$ cat config.mk
export PLATFORM = sky130hd
export DESIGN_NAME = seven_segment_control
export DESIGN_NICKNAME = d
export VERILOG_FILES = /design/src/rtl/seven_segment_control_pkg.sv /design/src/rtl/seven_segment_control_hex_to_seg.sv /design/src/rtl/seven_segment_control.sv
export SDC_FILE = /design/constraint.sdc
export NUM_CORES = 1
export LEC_CHECK = 0
export BUFFER_PORTS_ARGS = -buffer_cell sky130_fd_sc_hd__buf_4
export CAP_MARGIN = 20
export CORE_ASPECT_RATIO = 1.1
export CORE_MARGIN = 3
export CORE_UTILIZATION = 45
export CTS_CLUSTER_DIAMETER = 60
export CTS_CLUSTER_SIZE = 25
export DETAILED_ROUTE_END_ITERATION = 16
export PLACE_DENSITY = 0.76
export SYNTH_ARGS = -nofsm -noshare
export SYNTH_HDL_FRONTEND = slang
export SYNTH_HIERARCHICAL = 1
export SYNTH_SLANG_ARGS = --single-unit
$ cat constraint.sdc
create_clock -name clock -period 1.7 [get_ports clock]
set_input_delay 0.34 -clock clock [delete_from_list [all_inputs] [get_ports clock]]
set_output_delay 0.34 -clock clock [all_outputs]
set_load 0.03 [all_outputs]
$ cat src/rtl/seven_segment_control_pkg.sv
// Shared seven-segment constants: blank pattern and the active-low hex glyph table.
// Bit order is {g,f,e,d,c,b,a}; a 0 lights the segment.
package seven_segment_control_pkg;

  localparam logic [6:0] SEG_BLANK = 7'h7F;

  localparam logic [6:0] SEG_TABLE [16] = '{
    7'h40, 7'h79, 7'h24, 7'h30, 7'h19, 7'h12, 7'h02, 7'h78,
    7'h00, 7'h10, 7'h08, 7'h03, 7'h46, 7'h21, 7'h06, 7'h0E
  };

endpackage

$ cat src/rtl/seven_segment_control_hex_to_seg.sv
// Combinational 4-bit hex to active-low 7-segment decoder.
// Every code maps to a glyph, so no blanking fallback is needed.
module hex_to_seg
  import seven_segment_control_pkg::*;
(
  input  logic [3:0] hex,
  output logic [6:0] seg
);

  assign seg = SEG_TABLE[hex];

endmodule

$ cat src/rtl/seven_segment_control.sv
// Registered driver for eight active-low 7-segment displays with per-digit enables.
// Each digit decodes its nibble, masks it with its enable bit and registers the result.
module seven_segment_control
  import seven_segment_control_pkg::*;
(
  input  logic       clock,
  input  logic       reset,
  input  logic [3:0] in7,
  input  logic [3:0] in6,
  input  logic [3:0] in5,
  input  logic [3:0] in4,
  input  logic [3:0] in3,
  input  logic [3:0] in2,
  input  logic [3:0] in1,
  input  logic [3:0] in0,
  input  logic [7:0] turn_on,
  output logic [6:0] HEX7,
  output logic [6:0] HEX6,
  output logic [6:0] HEX5,
  output logic [6:0] HEX4,
  output logic [6:0] HEX3,
  output logic [6:0] HEX2,
  output logic [6:0] HEX1,
  output logic [6:0] HEX0
);

  logic [3:0] nib   [8];
  logic [6:0] seg   [8];
  logic [6:0] hex_d [8];
  logic [6:0] hex_q [8];

  assign nib[0] = in0;
  assign nib[1] = in1;
  assign nib[2] = in2;
  assign nib[3] = in3;
  assign nib[4] = in4;
  assign nib[5] = in5;
  assign nib[6] = in6;
  assign nib[7] = in7;

  for (genvar i = 0; i < 8; i++) begin : g_dec
    hex_to_seg u_dec (
      .hex (nib[i]),
      .seg (seg[i])
    );
  end

  // Disabled digits are forced dark; enabled digits show their decoded glyph.
  always_comb begin
    for (int i = 0; i < 8; i++) begin
      if (turn_on[i]) begin
        hex_d[i] = seg[i];
      end else begin
        hex_d[i] = SEG_BLANK;
      end
    end
  end

  always_ff @(posedge clock) begin
    if (reset) begin
      for (int i = 0; i < 8; i++) begin
        hex_q[i] <= SEG_BLANK;
      end
    end else begin
      for (int i = 0; i < 8; i++) begin
        hex_q[i] <= hex_d[i];
      end
    end
  end

  assign HEX0 = hex_q[0];
  assign HEX1 = hex_q[1];
  assign HEX2 = hex_q[2];
  assign HEX3 = hex_q[3];
  assign HEX4 = hex_q[4];
  assign HEX5 = hex_q[5];
  assign HEX6 = hex_q[6];
  assign HEX7 = hex_q[7];

endmodule

## Word level (Yosys, flattened, before mapping)

Memory sizes are Yosys's and may differ from the RTL's.
Index checks and enable logic that the tools add are counted.

| operators by class | value |
|---|---|
| mux-type cells | 35 |
| bitwise operators | 16 |
| $lt $le $gt $ge | 8 |

Operators by type and width:

| operator | number |
|---|---|
| $mux 7 | 32 |
| $ge 5x5->1 const B | 8 |
| $not 4->5 | 8 |
| $or 1x1->1 | 8 |
| $mux 1 | 3 |

| word-level totals | value |
|---|---|
| logic and storage cells | 68 |
| bits in writable memories | 56 |
| output and inout port bits | 56 |
| memories | 9 |
| ROM bits | 896 |
| register bits after elaboration | 0 |

Memories:

| memory | words | width | read ports | clocked after memory_dff | wr ports | RTL line | RTL |
|---|---|---|---|---|---|---|---|
| (no name shown) | 16 | 7 | 1 | 0 | 0 | seven_segment_control_hex_to_seg.sv:10 | `assign seg = SEG_TABLE[hex];` |
| (no name shown) | 16 | 7 | 1 | 0 | 0 | seven_segment_control_hex_to_seg.sv:10 |  |
| (no name shown) | 16 | 7 | 1 | 0 | 0 | seven_segment_control_hex_to_seg.sv:10 |  |
| (no name shown) | 16 | 7 | 1 | 0 | 0 | seven_segment_control_hex_to_seg.sv:10 |  |
| (no name shown) | 16 | 7 | 1 | 0 | 0 | seven_segment_control_hex_to_seg.sv:10 |  |
| (no name shown) | 16 | 7 | 1 | 0 | 0 | seven_segment_control_hex_to_seg.sv:10 |  |
| +3 memories | - | - | - | - | - | - |  |

## Logic depth before layout (Yosys ltp)

Gate-level depths: netlist of the first run.

| logic depth | value |
|---|---|
| word-level depth | 6 |
| gate-level depth with buffers | 6 |
| gate-level depth less buffers | 6 |

## By module

Netlist of the first run, hierarchy kept.

Modules (own cells, without submodules):

| module | area an instance (um^2) | times used | seq. area each (um^2) | cells each |
|---|---|---|---|---|
| seven_segment_control | 1,671.6 | 1 | 1,121.1 | 118 |
| hex_to_seg at g_dec[2].u_dec ... | 275.3 | 6 | 0.0 | 32 |
| hex_to_seg at g_dec[1].u_dec | 271.5 | 1 | 0.0 | 35 |
| hex_to_seg at g_dec[0].u_dec | 256.5 | 1 | 0.0 | 36 |

## Worst setup path before layout of the first run

Ideal clock, no wire load.

| timing path | value |
|---|---|
| path kind | input port to flip-flop |
| start point | input port in2[1] |
| end point | memory hex_q[2][3], in the netlist hex_q[0][17] |
| stages | 5 |
| slack | -0.020 ns |
| library setup time | 0.132 ns |
| buffers on the path | 0 |
| arrival time | 1.588 ns |
| required time | 1.568 ns |
| path through | inv_1 -> ha_1 -> inv_1 -> mux4_1 -> or3b_2 |

RTL lines:

| element | RTL line | RTL |
|---|---|---|
| from (decl) | seven_segment_control.sv:13 | `input logic [3:0] in2,` |
| to (decl) | seven_segment_control.sv:30 | `logic [6:0] hex_q [8];` |

==> results of run 1 <==
==> area by class of cell <==
cell class                 instances  share of cell area [%]
clock buffer                       5                    1.38
clock inverter                     3                   0.478
inverter                          24                    1.86
multi-input combinational        279                    49.1
sequential                        56                    22.5
tap                              108                    2.72
timing repair buffer             145                    21.9
==> power groups by stage <==
stage                     clock (mW)  sequential, mW  combinational, mW
after CTS                      0.764            1.42              0.979
after detailed placement           0            1.45              0.977
after floorplan                    0            1.60              0.443
after global routing           0.806            1.42               1.06
after global placement             0            1.44              0.947
final                          0.727            1.41              0.971
==> placed cells by master (no fill, tap or decap), types with 14 or more instances in the layout <==
cell type                 synthesis  final
sky130_fd_sc_hd__nor2_1          30     30
sky130_fd_sc_hd__mux2i_1         26     26
sky130_fd_sc_hd__o21ai_0         14     14
sky130_fd_sc_hd__inv_1           22     20
sky130_fd_sc_hd__or3b_1          46     46
sky130_fd_sc_hd__ha_1            56     56
sky130_fd_sc_hd__or3b_2          16     16
sky130_fd_sc_hd__dfxtp_1         56     56
sky130_fd_sc_hd__buf_4            2    145
sky130_fd_sc_hd__nand2_1         16     16
==> synthesized netlist by cell type, types with 2 or more instances <==
cell type	n	area, um2
sky130_fd_sc_hd__ha_1	56	701
sky130_fd_sc_hd__and2b_2	6	52.6
sky130_fd_sc_hd__mux2_2	7	78.8
sky130_fd_sc_hd__mux2i_1	26	260
sky130_fd_sc_hd__a31oi_1	2	12.5
sky130_fd_sc_hd__or3b_1	46	403
sky130_fd_sc_hd__or3b_2	16	140
sky130_fd_sc_hd__a32o_1	6	60.1
sky130_fd_sc_hd__o211ai_1	2	15.0
sky130_fd_sc_hd__nand3_1	3	15.0
sky130_fd_sc_hd__mux4_1	6	158
sky130_fd_sc_hd__a21oi_1	8	40.0
sky130_fd_sc_hd__nand2_1	16	60.1
sky130_fd_sc_hd__buf_6	13	146
sky130_fd_sc_hd__nor2_1	30	113
sky130_fd_sc_hd__a22o_1	12	105
sky130_fd_sc_hd__o21ai_0	14	70.1
sky130_fd_sc_hd__buf_2	6	30.0
sky130_fd_sc_hd__dfxtp_1	56	1120
sky130_fd_sc_hd__o22ai_1	2	12.5
sky130_fd_sc_hd__o21a_1	4	30.0
sky130_fd_sc_hd__buf_4	2	15.0
sky130_fd_sc_hd__or2_1	2	12.5
sky130_fd_sc_hd__inv_1	22	82.6
sky130_fd_sc_hd__o21ai_1	8	40.0
==> per-stage QoR <==
stage / power (mW) / area, um2 / hold WS (ps) / TNS (ps) / utilization (%)
final: 3.11 / 4970 / 332 / 0 / 61.2
after global routing: 3.29 / 4970 / 317 / 0 / 61.2
after CTS: 3.16 / 4970 / 319 / 0 / 61.2
after global placement: 2.39 / 4880 / 644 / -571 / 60.1
after detailed placement: 2.42 / 4880 / 649 / -1200 / 60.1
after floorplan: 2.04 / 3850 / 502 / 0 / -
==> worst max-delay path, delay by kind of cell <==
kind          cells  cell delay (ps)
mux               1              460
simple gates      1              440
fa+ha+maj         1              260
buf+inv           3              220
==> path summary, 6_finish.rpt <==
check / startpoint / endpoint / slack [ps]
min: turn_on[5] / hex_q[1][11]$_SDFF_PP1_ / 330
max: in2[0] / hex_q[0][17]$_SDFF_PP1_ / 170
==> per-layer routing <==
metal	routed length, um	track usage (%)	vias up
li1	-	-	1593
met1	3250	18.2	1436
met2	4320	32.3	67
met3	454	3.14	7
met4	86	4.89	0
met5	0	0	-
==> kinds of logic (layout without fill, tap and decap cells) <==
group | Yosys count | in the layout
adder cells (fa/ha/maj) | 56 | 56
AND/OR/NAND/NOR | 123 | 123
buffers and inverters | 46 | 177
flip-flops | 56 | 56
AO/OA/AOI/OAI | 60 | 60
multiplexers | 40 | 40
==> results.py, run 1 <==
metrics = {
    "final_layout": {
        "finish.cell_count_without_fillers": 620,
        "n_antenna_cell": 0,
        "fillerInstances": 691,
        "layout-drive-gt1-share_pct": 37.1,
        "regArea_um2": 1120,
        "syn_to_final_growth_pct": 29.1,
        "multiInputGateArea_um2": 2440,
        "largest_register_ffs": 56,
        "final_net_count": 609,
        "largestRegisters": "hex_q: 56 flops",
        "top_register": "hex_q",
    },
    "synth": {
        "synthSimpleGateAreaFrac_pct": 21.5,
        "synth_top_family_by_area": "simple AND/OR/NAND/NOR gates",
        "synthesis.area_um2": 3850,
        "yosysUniqueCellTypes": 35,
        "synth.mux.area_fraction_pct": 13.2,
        "yosys.area_share.adder_pct": 18.2,
        "synth-edff-count": 0,
        "post_synth.cell_area_avg_um2": 10.1,
        "syn_inst": 381,
        "ys.warnings.count": 6,
        "ys_dominant_reg_cell": "sky130_fd_sc_hd__dfxtp_1",
        "post_synthesis_register_bit_count": 56,
        "async_flop_share_pct": 0,
        "seq_area_frac_synth_pct": 29.1,
        "compound_cell_area_share_of_the_yosys_netlist_pct": 10.6,
        "synth_fp_nets": 479,
        "synth_xor_xnor_area_share_pct": 0,
    },
    "grt": {
        "antenna_found_initial": 0,
        "gr-usage-all-layers_pct": 16.6,
        "globalRoute.totalOverflow": 0,
        "first_global_vias": 2979,
        "wire_length_of_the_first_global_routing_pass_mm": 13.1,
        "maximum_number_of_pins_on_one_net_before_global_route_repair": 57,
    },
    "setup_path": {
        "category_of_the_worst_setup_path_capture_point": "register",
        "critPathArrivalTime_ps": 1720,
        "setup.worst_path.class": "in2reg",
        "path_cells": "buf_4 -> inv_2 -> ha_1 -> inv_1 -> mux4_1 -> or3b_2",
        "crit_path_max_fanout": 5,
        "cp_slowest_stage_delay_ps": 460,
        "crit_path_start_kind": "input port",
        "timing.critical_path.slowest_stage_cell": "sky130_fd_sc_hd__mux4_1",
        "worstPathRequired_ps": 1890,
    },
    "power_and_ir_drop": {
        "power-per-cell-area_nw_per_um2": 626,
        "ir_worst_vdd_v": 0.000339,
        "power_report.internal_total_mw": 2.15,
        "power_switching_mw": 0.965,
        "sw_frac_of_total_pct": 31.0,
        "seq_power_share_pct": 45.4,
        "clock_group_share_of_total_power_pct": 23.4,
        "power.leakage_nw": 2.43,
        "power.combinational.fraction_pct": 31.2,
    },
    "floorplanning": {
        "initial_core_utilization_pct": 47.4,
        "die_width_um": 94.2,
        "io_pins": 98,
        "coreArea_um2": 8130,
        "rows": 34,
        "die-area_um2": 9710,
        "dieHeight_um": 103,
    },
    "drt": {
        "routed-via-count": 3103,
        "drt_wl_total_mm": 8.11,
        "final_antenna_net_count": 0,
        "drt-wirelength-per-cell_um": 13.1,
        "drt_first_pass_iters": 4,
        "drtIter0Drc": 97,
        "total_drc_errors_in_the_routed_layout": 0,
        "detail_route.vias_per_cell": 5.00,
    },
    "sta": {
        "clock.fmax_ghz": 0.652,
        "finalCriticalPeriod_ps": 1530,
        "final_max_slew_viol_count": 0,
        "setup_viol": 0,
        "tightestPinTransition_ps": 418,
        "final-hold-violation-count": 0,
        "timing.slew.headroom_pct": 72.1,
        "fin_crit_sh_pct": 90.3,
        "rsz0062_at_grt": "no",
        "layout_setup_ws_ps": 166,
    },
    "min_path": {
        "min_path_cells": 2,
        "worstHoldPathType": "in2reg",
    },
    "outcome": {
        "status": "finished, final reports clean",
    },
    "cts": {
        "ctsResizeCount": 0,
        "cts_sinks": 56,
        "path_clk_slew_ps": 100,
        "cts_root_buffer": "sky130_fd_sc_hd__clkbuf_8",
        "post-cts-setup-buffers": 0,
        "clock_path_buffers": 2,
        "count_of_h_tree_levels_built_during_cts": 2,
        "cts-buffers-inserted": 5,
        "ctsHoldBuffers": 0,
        "tritoncts_clock_tree": "yes",
    },
    "flow_run": {
        "max-cap-violations": 0,
    },
    "placed_design": {
        "gp_routability_congestion": 0.906,
        "dp_hpwl_mm": 6.57,
        "numPlacedInstances": 612,
        "port-buffer-count": 97,
        "place_worst_setup_slack_ps": -154,
    },
}
Power figures use the tool's default switching activity.
==> inputs of run 2 (changes only) <==
--- a/config.mk
+++ b/config.mk
@@ -9,11 +9,11 @@
 export CAP_MARGIN = 20
 export CORE_ASPECT_RATIO = 1.1
 export CORE_MARGIN = 3
-export CORE_UTILIZATION = 45
+export CORE_UTILIZATION = 41
 export CTS_CLUSTER_DIAMETER = 60
 export CTS_CLUSTER_SIZE = 25
 export DETAILED_ROUTE_END_ITERATION = 16
-export PLACE_DENSITY = 0.76
+export PLACE_DENSITY = 0.71
 export SYNTH_ARGS = -nofsm -noshare
 export SYNTH_HDL_FRONTEND = slang
 export SYNTH_HIERARCHICAL = 1
==> results.py, run 2 (synthesized netlist as in run 1, its figures left out) <==
metrics = {
    "outcome": {
        "status": "finished, final reports clean",
    },
    "flow_run": {
        "max-cap-violations": 0,
    },
    "setup_path": {
        "critPathArrivalTime_ps": 1740,
        "category_of_the_worst_setup_path_capture_point": "register",
        "setup.worst_path.class": "in2reg",
        "crit_path_start_kind": "input port",
        "worstPathRequired_ps": 1880,
        "worst_setup_path_startpoint": "in2[0]",
        "path_cells": "buf_4 -> inv_2 -> ha_1 -> inv_1 -> mux4_1 -> or3b_2",
        "timing.critical_path.slowest_stage_cell": "sky130_fd_sc_hd__mux4_1",
        "crit_path_max_fanout": 7,
        "critPathCapture": "hex_q[0][17]$_SDFF_PP1_",
        "cp_slowest_stage_delay_ps": 470,
    },
    "drt": {
        "drt-wirelength-per-cell_um": 12.6,
        "drt_first_pass_iters": 4,
        "total_drc_errors_in_the_routed_layout": 0,
        "final_antenna_net_count": 0,
        "drt_wl_total_mm": 7.83,
        "routed-via-count": 3060,
        "drtIter0Drc": 72,
        "detail_route.vias_per_cell": 4.92,
    },
    "cts": {
        "count_of_h_tree_levels_built_during_cts": 2,
        "ctsResizeCount": 0,
        "cts-buffers-inserted": 5,
        "tritoncts_clock_tree": "yes",
        "cts_root_buffer": "sky130_fd_sc_hd__clkbuf_8",
        "path_clk_slew_ps": 100,
        "clock_path_buffers": 2,
        "ctsHoldBuffers": 0,
        "post-cts-setup-buffers": 0,
        "cts_sinks": 56,
    },
    "final_layout": {
        "largest_register_ffs": 56,
        "largestRegisters": "hex_q: 56 flops",
        "top_register": "hex_q",
        "final_cell_area_um2": 4950,
        "layout_common_cells": "141 x sky130_fd_sc_hd__buf_4, 56 x sky130_fd_sc_hd__ha_1, 56 x sky130_fd_sc_hd__dfxtp_1, 46 x sky130_fd_sc_hd__or3b_1, 30 x sky130_fd_sc_hd__nor2_1",
        "layout.cells.most_common": "sky130_fd_sc_hd__buf_4",
        "layout-drive-gt1-share_pct": 36.6,
        "n_antenna_cell": 0,
        "syn_to_final_growth_pct": 28.5,
        "final_net_count": 605,
        "finish.cell_count_without_fillers": 622,
    },
    "placed_design": {
        "gp_routability_congestion": 0.826,
        "numPlacedInstances": 614,
        "placed_area_um2": 4860,
        "port-buffer-count": 97,
        "dp_hpwl_mm": 6.24,
        "place_worst_setup_slack_ps": -197,
    },
    "floorplanning": {
        "io_pins": 98,
        "rows": 36,
        "initial_core_utilization_pct": 42.8,
        "dieHeight_um": 108,
        "coreArea_um2": 9010,
        "die-area_um2": 10600,
        "die_width_um": 98.4,
    },
    "sta": {
        "final_max_slew_viol_count": 0,
        "setup_viol": 0,
        "hold-worst-slack_ps": 336,
        "timing.slew.headroom_pct": 70.6,
        "finalCriticalPeriod_ps": 1570,
        "tightestPinTransition_ps": 441,
        "layout_setup_ws_ps": 134,
        "rsz0062_at_grt": "no",
        "fin_crit_sh_pct": 92.1,
        "final-hold-violation-count": 0,
        "clock.fmax_ghz": 0.639,
    },
    "grt": {
        "gr-usage-all-layers_pct": 14.6,
        "antenna_found_initial": 0,
        "globalRoute.totalOverflow": 0,
        "wire_length_of_the_first_global_routing_pass_mm": 13.1,
        "first_global_vias": 2962,
        "maximum_number_of_pins_on_one_net_before_global_route_repair": 57,
    },
    "min_path": {
        "worstHoldPathType": "in2reg",
    },
    "power_and_ir_drop": {
        "power.leakage_nw": 2.42,
        "power-per-cell-area_nw_per_um2": 627,
        "ir_worst_vdd_v": 0.000375,
    },
}
==> run 2: cell count changes in the layout (fill, tap and decap cells not counted) <==
cell / delta
sky130_fd_sc_hd__buf_4: -4
sky130_fd_sc_hd__clkinv_2: +2
sky130_fd_sc_hd__clkinvlp_4: -2
sky130_fd_sc_hd__clkbuf_8: +1
sky130_fd_sc_hd__clkinv_4: -1
==> run 2: final cells by class <==
class                      instances  area, um2
inverter                          24       92.6
sequential                        56       1120
clock inverter                     2       10.0
clock buffer                       6       82.6
tap                              114        143
multi-input combinational        279       2440
timing repair buffer             141       1060
fill                             839       4060
==> run 2: how the worst min path moves through the flow <==
stage,start,to,slack [ps],depth (start not counted)
after global routing,turn_on[7],hex_q[1][21]$_SDFF_PP1_,320,2
final,turn_on[3],hex_q[0][26]$_SDFF_PP1_,340,2
after CTS,turn_on[3],hex_q[0][26]$_SDFF_PP1_,320,2
after detailed placement,turn_on[5],hex_q[1][8]$_SDFF_PP1_,650,2
after global placement,turn_on[5],hex_q[1][8]$_SDFF_PP1_,640,2
after floorplan,turn_on[1],hex_q[0][13]$_SDFF_PP1_,500,1
==> run 2: critical path: cells and delay by family <==
kind | cells | cell delay (ps)
fa+ha+maj | 1 | 270
mux | 1 | 470
simple gates | 1 | 440
buf+inv | 3 | 230
==> run 2: metrics by stage <==
| step | util (%) | total power, mW | TNS, ps |
|---|---|---|---|
| 2_1_floorplan | - | 2.04 | 0 |
| 3_3_place_gp | 53.9 | 2.38 | -667 |
| 3_5_place_dp | 53.9 | 2.41 | -1150 |
| 4_1_cts | 54.9 | 3.17 | 0 |
| 5_1_grt | 54.9 | 3.30 | 0 |
| 6_report | 54.9 | 3.10 | 0 |
==> run 2: power by group <==
group	switching [mW]	total, mW	internal [mW]	leakage, nW
logic	0.499	0.958	0.458	1.91
registers	0.0230	1.41	1.39	0.465
clock network	0.408	0.734	0.326	0.0510
==> run 2: metal layers <==
| metal | routed length [um] | vias up | global-route usage [%] |
|---|---|---|---|
| met2 | 4030 | 65 | 27.1 |
| met4 | 38 | 0 | 3.41 |
| met5 | 0 | - | 0 |
| met1 | 3300 | 1411 | 16.4 |
| met3 | 454 | 2 | 4.28 |
| li1 | - | 1582 | - |
==> inputs of run 3 (changes only) <==
--- a/config.mk
+++ b/config.mk
@@ -14,6 +14,7 @@
 export CTS_CLUSTER_SIZE = 25
 export DETAILED_ROUTE_END_ITERATION = 16
 export PLACE_DENSITY = 0.71
+export SETUP_SLACK_MARGIN = 0.5
 export SYNTH_ARGS = -nofsm -noshare
 export SYNTH_HDL_FRONTEND = slang
 export SYNTH_HIERARCHICAL = 1
==> results.py, run 3 (synthesized netlist as in run 1, its figures left out) <==
metrics = {
    "placed_design": {
        "placed_area_um2": 5390,
        "place_worst_setup_slack_ps": -84.6,
        "port-buffer-count": 97,
        "numPlacedInstances": 599,
        "gp_routability_congestion": 0.831,
        "dp_hpwl_mm": 6.45,
    },
    "sta": {
        "rsz0062_at_grt": "yes",
        "hold-worst-slack_ps": 330,
        "fin_crit_sh_pct": 80.9,
        "setup_viol": 0,
        "final_max_slew_viol_count": 0,
        "layout_setup_ws_ps": 324,
        "final-hold-violation-count": 0,
        "finalCriticalPeriod_ps": 1380,
        "timing.setup.tns_ps": 0,
        "timing.slew.headroom_pct": 64.3,
        "tightestPinTransition_ps": 536,
        "clock.fmax_ghz": 0.727,
    },
    "flow_run": {
        "max-cap-violations": 0,
    },
    "floorplanning": {
        "die-area_um2": 10600,
        "coreArea_um2": 9010,
        "io_pins": 98,
        "rows": 36,
        "initial_core_utilization_pct": 42.8,
        "die_width_um": 98.4,
        "dieHeight_um": 108,
    },
    "drt": {
        "final_antenna_net_count": 0,
        "drt-wirelength-per-cell_um": 14.1,
        "drtIter0Drc": 86,
        "drt_first_pass_iters": 4,
        "detail_route.vias_per_cell": 5.04,
        "routed-via-count": 3114,
        "total_drc_errors_in_the_routed_layout": 0,
        "drt_wl_total_mm": 8.69,
    },
    "setup_path": {
        "worst_setup_path_startpoint": "in2[1]",
        "setup.worst_path.class": "in2reg",
        "crit_path_max_fanout": 4,
        "critPathCapture": "hex_q[0][17]$_SDFF_PP1_",
        "crit_path_start_kind": "input port",
        "critPathArrivalTime_ps": 1570,
        "category_of_the_worst_setup_path_capture_point": "register",
        "worstPathRequired_ps": 1890,
    },
    "final_layout": {
        "regArea_um2": 1120,
        "layout-drive-gt1-share_pct": 49.6,
        "finalCoreUtilization_pct": 66.0,
        "layout_common_cells": "103 x sky130_fd_sc_hd__buf_4, 55 x sky130_fd_sc_hd__dfxtp_1, 46 x sky130_fd_sc_hd__or3b_1, 36 x sky130_fd_sc_hd__ha_4, 30 x sky130_fd_sc_hd__nor2_1",
        "largest_register_ffs": 56,
        "n_antenna_cell": 0,
        "largestRegisters": "hex_q: 56 flops",
        "fillerInstances": 696,
        "layout.cells.most_common": "sky130_fd_sc_hd__buf_4",
        "finish.cell_count_without_fillers": 618,
        "final_cell_area_um2": 5950,
        "syn_to_final_growth_pct": 54.5,
        "final_net_count": 601,
        "multiInputGateArea_um2": 2960,
        "top_register": "hex_q",
    },
    "power_and_ir_drop": {
        "ir_worst_vdd_v": 0.000426,
        "power.leakage_nw": 2.55,
        "power-per-cell-area_nw_per_um2": 589,
        "total_power_mw": 3.51,
    },
    "cts": {
        "count_of_h_tree_levels_built_during_cts": 2,
        "clock_path_buffers": 2,
        "cts-buffers-inserted": 5,
        "cts_root_buffer": "sky130_fd_sc_hd__clkbuf_8",
        "cts_sinks": 56,
        "tritoncts_clock_tree": "yes",
        "ctsHoldBuffers": 0,
        "path_clk_slew_ps": 110,
    },
    "grt": {
        "gr-usage-all-layers_pct": 16.5,
        "maximum_number_of_pins_on_one_net_before_global_route_repair": 57,
        "antenna_found_initial": 0,
        "globalRoute.totalOverflow": 0,
        "first_global_vias": 3119,
        "wire_length_of_the_first_global_routing_pass_mm": 14.5,
    },
    "outcome": {
        "status": "finished, final reports clean",
    },
    "min_path": {
        "worstHoldPathType": "in2reg",
    },
}
==> run 3: changes by cell type in the layout (fill, tap and decap cells not counted), moves of 10 or more <==
cell                      previous run  this run
sky130_fd_sc_hd__buf_4             141       103
sky130_fd_sc_hd__buf_12              0        20
sky130_fd_sc_hd__ha_4                0        36
sky130_fd_sc_hd__o21ai_0            14         4
sky130_fd_sc_hd__or3b_2             16         0
sky130_fd_sc_hd__or3b_4              0        16
sky130_fd_sc_hd__ha_1               56        19
sky130_fd_sc_hd__inv_12              0        13
sky130_fd_sc_hd__inv_1              20         0
==> run 3: report_power, final <==
part / switching [mW] / internal [mW] / leakage (nW)
logic: 0.609 / 0.620 / 2.03
clock network: 0.427 / 0.438 / 0.0552
registers: 0.0216 / 1.39 / 0.464
==> run 3: worst max-delay path: stages <==
cell and delay, ps:
sky130_fd_sc_hd__buf_12 100, sky130_fd_sc_hd__inv_12 40, sky130_fd_sc_hd__ha_4 250, sky130_fd_sc_hd__inv_2 30, sky130_fd_sc_hd__mux4_2 440, sky130_fd_sc_hd__or3b_4 370
==> run 3: worst min-delay path by stage <==
stage | startpoint | endpoint | slack, ps | depth (start not counted)
6_report | turn_on[6] | hex_q[1][19]$_SDFF_PP1_ | 330 | 2
5_1_grt | turn_on[3] | hex_q[0][26]$_SDFF_PP1_ | 320 | 2
4_1_cts | turn_on[6] | hex_q[1][19]$_SDFF_PP1_ | 320 | 2
3_5_place_dp | turn_on[6] | hex_q[1][15]$_SDFF_PP1_ | 650 | 2
3_3_place_gp | turn_on[7] | hex_q[1][23]$_SDFF_PP1_ | 650 | 2
2_1_floorplan | turn_on[1] | hex_q[0][13]$_SDFF_PP1_ | 500 | 1
==> run 3: timing repair <==
action | 4_1_cts | 5_1_grt
pin swaps | 34 | 19
setup endpoints to repair | 46 | 42
gates resized for setup | 77 | 15
buffers inserted | 6 | 5
hold endpoints to repair | 0 | 0
==> run 3: metal layers <==
metal | wire length [um] | GRT usage (%)
met1 | 3510 | 18.1
met2 | 4690 | 31.9
met3 | 435 | 3.89
met4 | 56 | 3.51
met5 | 0 | 0
==> run 3: area by class of cell <==
class	instances	share of cell area [%]
Clock inverter	2	0.589
Clock buffer	6	1.22
Inverter	24	4.54
Tap cell	114	2.40
Sequential cell	56	18.9
Timing Repair Buffer	137	22.7
Multi-Input combinational cell	279	49.7
